===== config.mk =====
export PLATFORM = sky130hd
export DESIGN_NAME = mmio_uart_bridge
export DESIGN_NICKNAME = d
export VERILOG_FILES = /design/src/rtl/mmio_pkg.sv /design/src/rtl/tx_fifo.sv /design/src/rtl/mmio_uart_bridge.sv
export SDC_FILE = /design/constraint.sdc
export NUM_CORES = 1
export LEC_CHECK = 0
export BUFFER_PORTS_ARGS = -buffer_cell sky130_fd_sc_hd__buf_2
export CAP_MARGIN = 10
export CORE_ASPECT_RATIO = 2
export CORE_MARGIN = 2
export CORE_UTILIZATION = 54
export DETAILED_ROUTE_END_ITERATION = 8
export PLACE_DENSITY = 0.76
export SYNTH_ARGS = -nofsm -noshare
export SYNTH_HDL_FRONTEND = slang
export SYNTH_HIERARCHICAL = 1
export SYNTH_SLANG_ARGS = --single-unit

===== constraint.sdc =====
create_clock -name clk -period 4.4 [get_ports clk]
set_input_delay 0 -clock clk [delete_from_list [all_inputs] [get_ports clk]]
set_output_delay 0 -clock clk [all_outputs]
set_load 0.01 [all_outputs]

===== src/rtl/mmio_pkg.sv =====
// Shared constants and types for the MMIO serial-transmit bridge.
package mmio_pkg;

  localparam logic [1:0] OFF_DATA   = 2'd0;
  localparam logic [1:0] OFF_STATUS = 2'd1;
  localparam logic [1:0] OFF_BAUD   = 2'd2;
  localparam logic [1:0] OFF_CTRL   = 2'd3;

  localparam int ST_FULL  = 0;
  localparam int ST_EMPTY = 1;
  localparam int ST_BUSY  = 2;
  localparam int ST_OVF   = 3;
  localparam int ST_CNT   = 4;
  localparam int CNT_W    = 5;

  typedef enum logic [1:0] {
    IDLE  = 2'd0,
    START = 2'd1,
    DATA  = 2'd2,
    STOP  = 2'd3
  } uart_state_t;

endpackage


===== src/rtl/tx_fifo.sv =====
// Byte-wide synchronous FIFO; a push is accepted while full only if a pop
// happens in the same cycle.
module tx_fifo #(
  parameter int DEPTH = 8
) (
  input  logic                     clk,
  input  logic                     rst_n,
  input  logic                     push_i,
  input  logic                     pop_i,
  input  logic [7:0]               din_i,
  output logic [7:0]               dout_o,
  output logic                     full_o,
  output logic                     empty_o,
  output logic [$clog2(DEPTH):0]   count_o
);
  localparam int AW = $clog2(DEPTH);

  logic [7:0]    mem_q [DEPTH];
  logic [AW-1:0] wr_ptr_q, rd_ptr_q;
  logic [AW:0]   count_q, count_d;
  logic          do_push, do_pop;

  assign full_o  = (count_q == (AW+1)'(DEPTH));
  assign empty_o = (count_q == '0);
  assign count_o = count_q;
  assign dout_o  = mem_q[rd_ptr_q];
  assign do_pop  = pop_i & ~empty_o;
  assign do_push = push_i & (~full_o | do_pop);

  always_comb begin
    count_d = count_q;
    case ({do_push, do_pop})
      2'b10:   count_d = count_q + 1'b1;
      2'b01:   count_d = count_q - 1'b1;
      default: count_d = count_q;
    endcase
  end

  always_ff @(posedge clk) begin
    if (do_push) mem_q[wr_ptr_q] <= din_i;
  end

  always_ff @(posedge clk or negedge rst_n) begin
    if (!rst_n) begin
      wr_ptr_q <= '0;
      rd_ptr_q <= '0;
      count_q  <= '0;
    end else begin
      if (do_push) wr_ptr_q <= wr_ptr_q + 1'b1;
      if (do_pop)  rd_ptr_q <= rd_ptr_q + 1'b1;
      count_q <= count_d;
    end
  end

endmodule


===== src/rtl/mmio_uart_bridge.sv =====
// CPU memory-port bridge: RAM passthrough plus a 4-register UART TX window
// (DATA/STATUS/BAUD/CTRL) feeding an 8N1 transmitter through a FIFO.
module mmio_uart_bridge
  import mmio_pkg::*;
#(
  parameter logic [14:0] IO_BASE    = 15'h7FFC,
  parameter int          FIFO_DEPTH = 8,
  parameter logic [15:0] BAUD_RESET = 16'd434
) (
  input  logic        clk,
  input  logic        rst_n,
  input  logic        cpu_we,
  input  logic [14:0] cpu_addr,
  input  logic [15:0] cpu_wdata,
  output logic [15:0] cpu_rdata,
  output logic        ram_we,
  output logic [14:0] ram_addr,
  output logic [15:0] ram_wdata,
  input  logic [15:0] ram_rdata,
  output logic        tx
);
  localparam int CW = $clog2(FIFO_DEPTH) + 1;

  logic        io_hit, io_wr, push, pop, full, empty, busy, tick;
  logic [1:0]  off;
  logic [7:0]  fifo_dout;
  logic [CW-1:0] count;
  logic [15:0] status, rd_val, div_m1;

  logic        io_sel_q, en_q, en_d, ovf_q, ovf_d;
  logic [15:0] rdata_q, baud_q, baud_d, cnt_q, cnt_d;
  logic [7:0]  sh_q, sh_d;
  logic [2:0]  bit_q, bit_d;
  uart_state_t state_q, state_d;

  assign io_hit    = (cpu_addr[14:2] == IO_BASE[14:2]);
  assign off       = cpu_addr[1:0];
  assign io_wr     = cpu_we & io_hit;
  assign push      = io_wr & (off == OFF_DATA);
  assign ram_we    = cpu_we & ~io_hit;
  assign ram_addr  = cpu_addr;
  assign ram_wdata = cpu_wdata;
  assign cpu_rdata = io_sel_q ? rdata_q : ram_rdata;

  tx_fifo #(.DEPTH(FIFO_DEPTH)) u_fifo (
    .clk     (clk),
    .rst_n   (rst_n),
    .push_i  (push),
    .pop_i   (pop),
    .din_i   (cpu_wdata[7:0]),
    .dout_o  (fifo_dout),
    .full_o  (full),
    .empty_o (empty),
    .count_o (count)
  );

  always_comb begin
    status                    = '0;
    status[ST_FULL]           = full;
    status[ST_EMPTY]          = empty;
    status[ST_BUSY]           = busy;
    status[ST_OVF]            = ovf_q;
    status[ST_CNT +: CNT_W]   = CNT_W'(count);
    case (off)
      OFF_DATA:   rd_val = '0;
      OFF_STATUS: rd_val = status;
      OFF_BAUD:   rd_val = baud_q;
      default:    rd_val = {15'd0, en_q};
    endcase
  end

  // A push into a full FIFO is only lost when no pop frees a slot that cycle.
  always_comb begin
    baud_d = baud_q;
    en_d   = en_q;
    ovf_d  = ovf_q;
    if (io_wr && off == OFF_BAUD) baud_d = cpu_wdata;
    if (io_wr && off == OFF_CTRL) en_d = cpu_wdata[0];
    if (io_wr && off == OFF_STATUS && cpu_wdata[ST_OVF]) ovf_d = 1'b0;
    if (push && full && !pop) ovf_d = 1'b1;
  end

  // Divisor is sampled at every bit boundary, so BAUD writes land on the next bit.
  assign div_m1 = (baud_q == '0) ? '0 : baud_q - 16'd1;
  assign tick   = (cnt_q == '0);
  assign busy   = (state_q != IDLE);
  assign tx     = (state_q == START) ? 1'b0 : (state_q == DATA) ? sh_q[0] : 1'b1;

  always_comb begin
    state_d = state_q;
    cnt_d   = tick ? cnt_q : cnt_q - 16'd1;
    sh_d    = sh_q;
    bit_d   = bit_q;
    pop     = 1'b0;
    case (state_q)
      IDLE: begin
        cnt_d = cnt_q;
        if (en_q && !empty) begin
          pop = 1'b1; sh_d = fifo_dout; cnt_d = div_m1; state_d = START;
        end
      end
      START: if (tick) begin
        cnt_d = div_m1; bit_d = '0; state_d = DATA;
      end
      DATA: if (tick) begin
        cnt_d = div_m1;
        sh_d  = {1'b0, sh_q[7:1]};
        bit_d = bit_q + 3'd1;
        if (bit_q == 3'd7) state_d = STOP;
      end
      STOP: if (tick) begin
        if (en_q && !empty) begin
          pop = 1'b1; sh_d = fifo_dout; cnt_d = div_m1; state_d = START;
        end else begin
          state_d = IDLE;
        end
      end
      default: state_d = IDLE;
    endcase
  end

  always_ff @(posedge clk or negedge rst_n) begin
    if (!rst_n) begin
      io_sel_q <= 1'b0;
      rdata_q  <= '0;
      baud_q   <= BAUD_RESET;
      en_q     <= 1'b0;
      ovf_q    <= 1'b0;
      state_q  <= IDLE;
      cnt_q    <= '0;
      sh_q     <= '0;
      bit_q    <= '0;
    end else begin
      io_sel_q <= io_hit;
      rdata_q  <= io_hit ? rd_val : '0;
      baud_q   <= baud_d;
      en_q     <= en_d;
      ovf_q    <= ovf_d;
      state_q  <= state_d;
      cnt_q    <= cnt_d;
      sh_q     <= sh_d;
      bit_q    <= bit_d;
    end
  end

endmodule


==> flow_summary.json <==
{
  "wl_um": 16560,
  "multiInputGateArea_mm2": 0.003029,
  "num_vias": 5220,
  "routedWlPerCell_um": 19.60,
  "finalCritPeriodShare_pct": 84.97,
  "hold_violations": 0,
  "cp_max_fo": 6,
  "tightest_slew_ns": 1.079,
  "skew_ns": 0.009155,
  "initialDrtViolationCount": 447,
  "grt_pass1_vias": 5231,
  "gp_congestion": 0.8400,
  "nFillCells": 1000,
  "ant_nets": 0,
  "path_clk_slew_ns": 0.06,
  "required_ns": 4.68,
  "dpl.cell_count": 794,
  "overflow": 0,
  "area_growth_pct": 15.43,
  "grt_setup_unrepaired": "no",
  "dp_slack_ns": 0.7709,
  "io_pins": 99,
  "drc_errors": 0,
  "synth_nets": 659,
  "syn_area_mm2": 0.007292,
  "firstDrtPassIters": 5,
  "vias_per_cell": 6.178,
  "synth.distinct_cells": 77,
  "die_area_mm2": 0.01451,
  "antenna_found_initial": 0,
  "track_usage_pct": 23.83,
  "die_h_um": 168.3,
  "numCtsBuffers": 17,
  "synth_edf_count": 64,
  "avgSynthCellArea_um2": 12.30,
  "cts_sinks": 138,
  "cts_tree": "built",
  "ys_seq_area_share_pct": 51.84,
  "crit_type": "flip-flop to flip-flop",
  "final_nets": 743,
  "cts-resized-gates": 0,
  "max_freq_mhz": 267.5,
  "syn_inst": 593,
  "seqCellArea_mm2": 0.003780,
  "clk_latency_ns": 0.42,
  "layout_common_cells": "buf_2 (97), dfrtp_1 (69), edfxtp_1 (64)",
  "start_util_pct": 54.88,
  "final_util_pct": 63.34,
  "fin_tns_setup_ns": 0,
  "clockBufferDepth": 2,
  "cts-root-buf": "clkbuf_16",
  "grt_max_degree": 75,
  "p_leak_nw": 3.463,
  "ys.flop_type": "dfrtp_1",
  "core_area_mm2": 0.01329,
  "post-dp-hpwl_um": 10890,
  "std_cell_rows": 60,
  "hold_path.class": "input pin to flip-flop",
  "startpoint_type": "flip-flop",
  "antenna_cells": 0,
  "ir_drop_mv": 0.2961,
  "synth_area_leaders": "edfxtp_1 (26%), dfrtp_1 (24%), mux2_2 (6.6%)",
  "portBuffers": 98,
  "period_minus_slack_ns": 3.739,
  "setup_viol": 0,
  "synth.top_cell.area_share_pct": 26.36,
  "ys_warn_count": 6,
  "die_x_um": 86.17,
  "slew_violations": 0,
  "synth-seq-cells": 138,
  "slew_headroom_pct": 28.09,
  "powerDensity_mw_per_mm2": 505.3,
  "htreeDepth": 4,
  "crit_path_end_kind": "flip-flop",
  "async_flop_share_pct": 53.62,
  "instances_no_fill": 845,
  "drive_above_1_share_pct": 32.46,
  "cap_violations": 0,
  "grt_pass1_wl_um": 26830,
  "status": "completed",
  "yosysTopAreaCell": "edfxtp_1",
  "final_common_cell": "buf_2",
  "arrival_ns": 4.01,
  "timing.final.ws_setup_ns": 0.6614
}
[stage by stage]
stage / power, mW / hold slack [ns] / instance area (µm²)
3_3_place_gp: 2.789 / 0.1995 / 7646
6_report: 4.253 / 0.02856 / 8417
5_1_grt: 4.470 / 0.04964 / 8417
4_1_cts: 4.258 / 0.01033 / 8417
2_1_floorplan: 2.555 / -0.2956 / 7292
3_5_place_dp: 2.823 / 0.2003 / 7646
[Yosys cell counts, types with 3 or more instances]
| library cell | number |
|---|---|
| a32o_1 | 3 |
| xor2_1 | 4 |
| nand2_1 | 30 |
| nand3_1 | 10 |
| nand3b_1 | 4 |
| a211oi_1 | 3 |
| ha_1 | 15 |
| o311ai_1 | 4 |
| buf_1 | 4 |
| dfrtp_1 | 69 |
| or4_1 | 3 |
| nand4_1 | 11 |
| nor3_1 | 11 |
| nor3_2 | 3 |
| o21ai_0 | 11 |
| or3_1 | 6 |
| inv_1 | 19 |
| nor4_1 | 9 |
| edfxtp_1 | 64 |
| and2_1 | 4 |
| o21ai_1 | 6 |
| nor2b_1 | 5 |
| xnor2_1 | 11 |
| and3_1 | 9 |
| clkbuf_1 | 13 |
| a21oi_1 | 19 |
| o2111ai_1 | 3 |
| buf_4 | 35 |
| o211ai_1 | 13 |
| mux4_2 | 16 |
| buf_2 | 4 |
| buf_6 | 5 |
| o221ai_1 | 3 |
| nand2b_1 | 4 |
| a22oi_1 | 14 |
| nor2_1 | 40 |
| mux2_2 | 43 |
| o31a_1 | 3 |
| mux2i_1 | 10 |
| dfstp_2 | 5 |
[metal layers]
layer / track usage (%) / vias up / share of wire, %
li1: - / 2387 / -
met2: 39.97 / 219 / 52
met4: 7.745 / 0 / 2.0
met5: 0 / - / 0
met3: 4.804 / 28 / 5.3
met1: 30.81 / 2586 / 41
[cells by family (layout without fill, tap and decap cells)]
| family | Yosys count | after routing | synth area share, % |
|---|---|---|---|
| AO/OA/AOI/OAI | 105 | 105 | 10.84 |
| XOR/XNOR | 15 | 15 | 1.802 |
| multiplexers | 71 | 71 | 13.32 |
| flip-flops | 138 | 138 | 51.84 |
| buffers and inverters | 82 | 179 | 6.623 |
| adder cells (fa/ha/maj) | 16 | 16 | 2.848 |
| AND/OR/NAND/NOR | 166 | 166 | 12.73 |
[sequential cells by signal, summed over array words and instances, names as in the netlist]
signal and flops:
bit_q 3, u_fifo/rd_ptr_q 3, u_fifo/mem_q 64, u_fifo/wr_ptr_q 3, u_fifo/count_o 4, en_q 1
rdata_q 16, ovf_q 1, io_sel_q 1, cnt_q 16, state_q 2, sh_q 8
baud_q 16
[what timing repair did]
item	CTS	global route
buffers inserted	0	0
setup endpoints to repair	0	0
endpoints found under the hold margin	148	0
hold buffers	19	0
[layout make-up]
class / count / share of cell area, %
Clock buffer: 17 / 5.054
Clock inverter: 15 / 1.843
Inverter: 20 / 0.8919
Multi-Input combinational cell: 373 / 35.99
Sequential cell: 138 / 44.91
Tap cell: 155 / 2.304
Timing Repair Buffer: 127 / 9.008
[final timing paths]
check / slack, ns / startpoint / cells past startpoint / end
max: 0.66 / cnt_q[0]$_DFFE_PN0P_ / 15 / u_fifo/count_o[3]$_DFFE_PN0P_
min: 0.03 / cpu_addr[1] / 3 / en_q$_DFFE_PN0P_
max reg2reg: 0.66 / cnt_q[0]$_DFFE_PN0P_ / 15 / u_fifo/count_o[3]$_DFFE_PN0P_
min reg2reg: 0.50 / bit_q[0]$_DFFE_PN0P_ / 1 / bit_q[0]$_DFFE_PN0P_
max in group asynchronous: 3.50 / rst_n / 2 / cnt_q[0]$_DFFE_PN0P_
min in group asynchronous: 0.26 / rst_n / 2 / sh_q[3]$_DFFE_PN0P_
[worst max-delay path, cell delays in order (launching register included)]
cell      delay [ns]
dfrtp_1         0.43
inv_1           0.13
ha_1            0.15
nor4b_4         0.34
and4_1          0.31
a21oi_1         0.08
or3_1           0.41
inv_1           0.10
inv_1           0.08
or3_1           0.42
inv_1           0.11
ha_1            0.23
a211oi_1        0.35
or3_1           0.21
o22a_1          0.13
o221ai_1        0.12
[power breakdown]
part           internal [mW]  switching [mW]  total [mW]
Clock                  0.801           0.612        1.41
Combinational          0.465           0.795        1.26
Sequential              1.46           0.117        1.58
(Power assumes the default switching activity.)
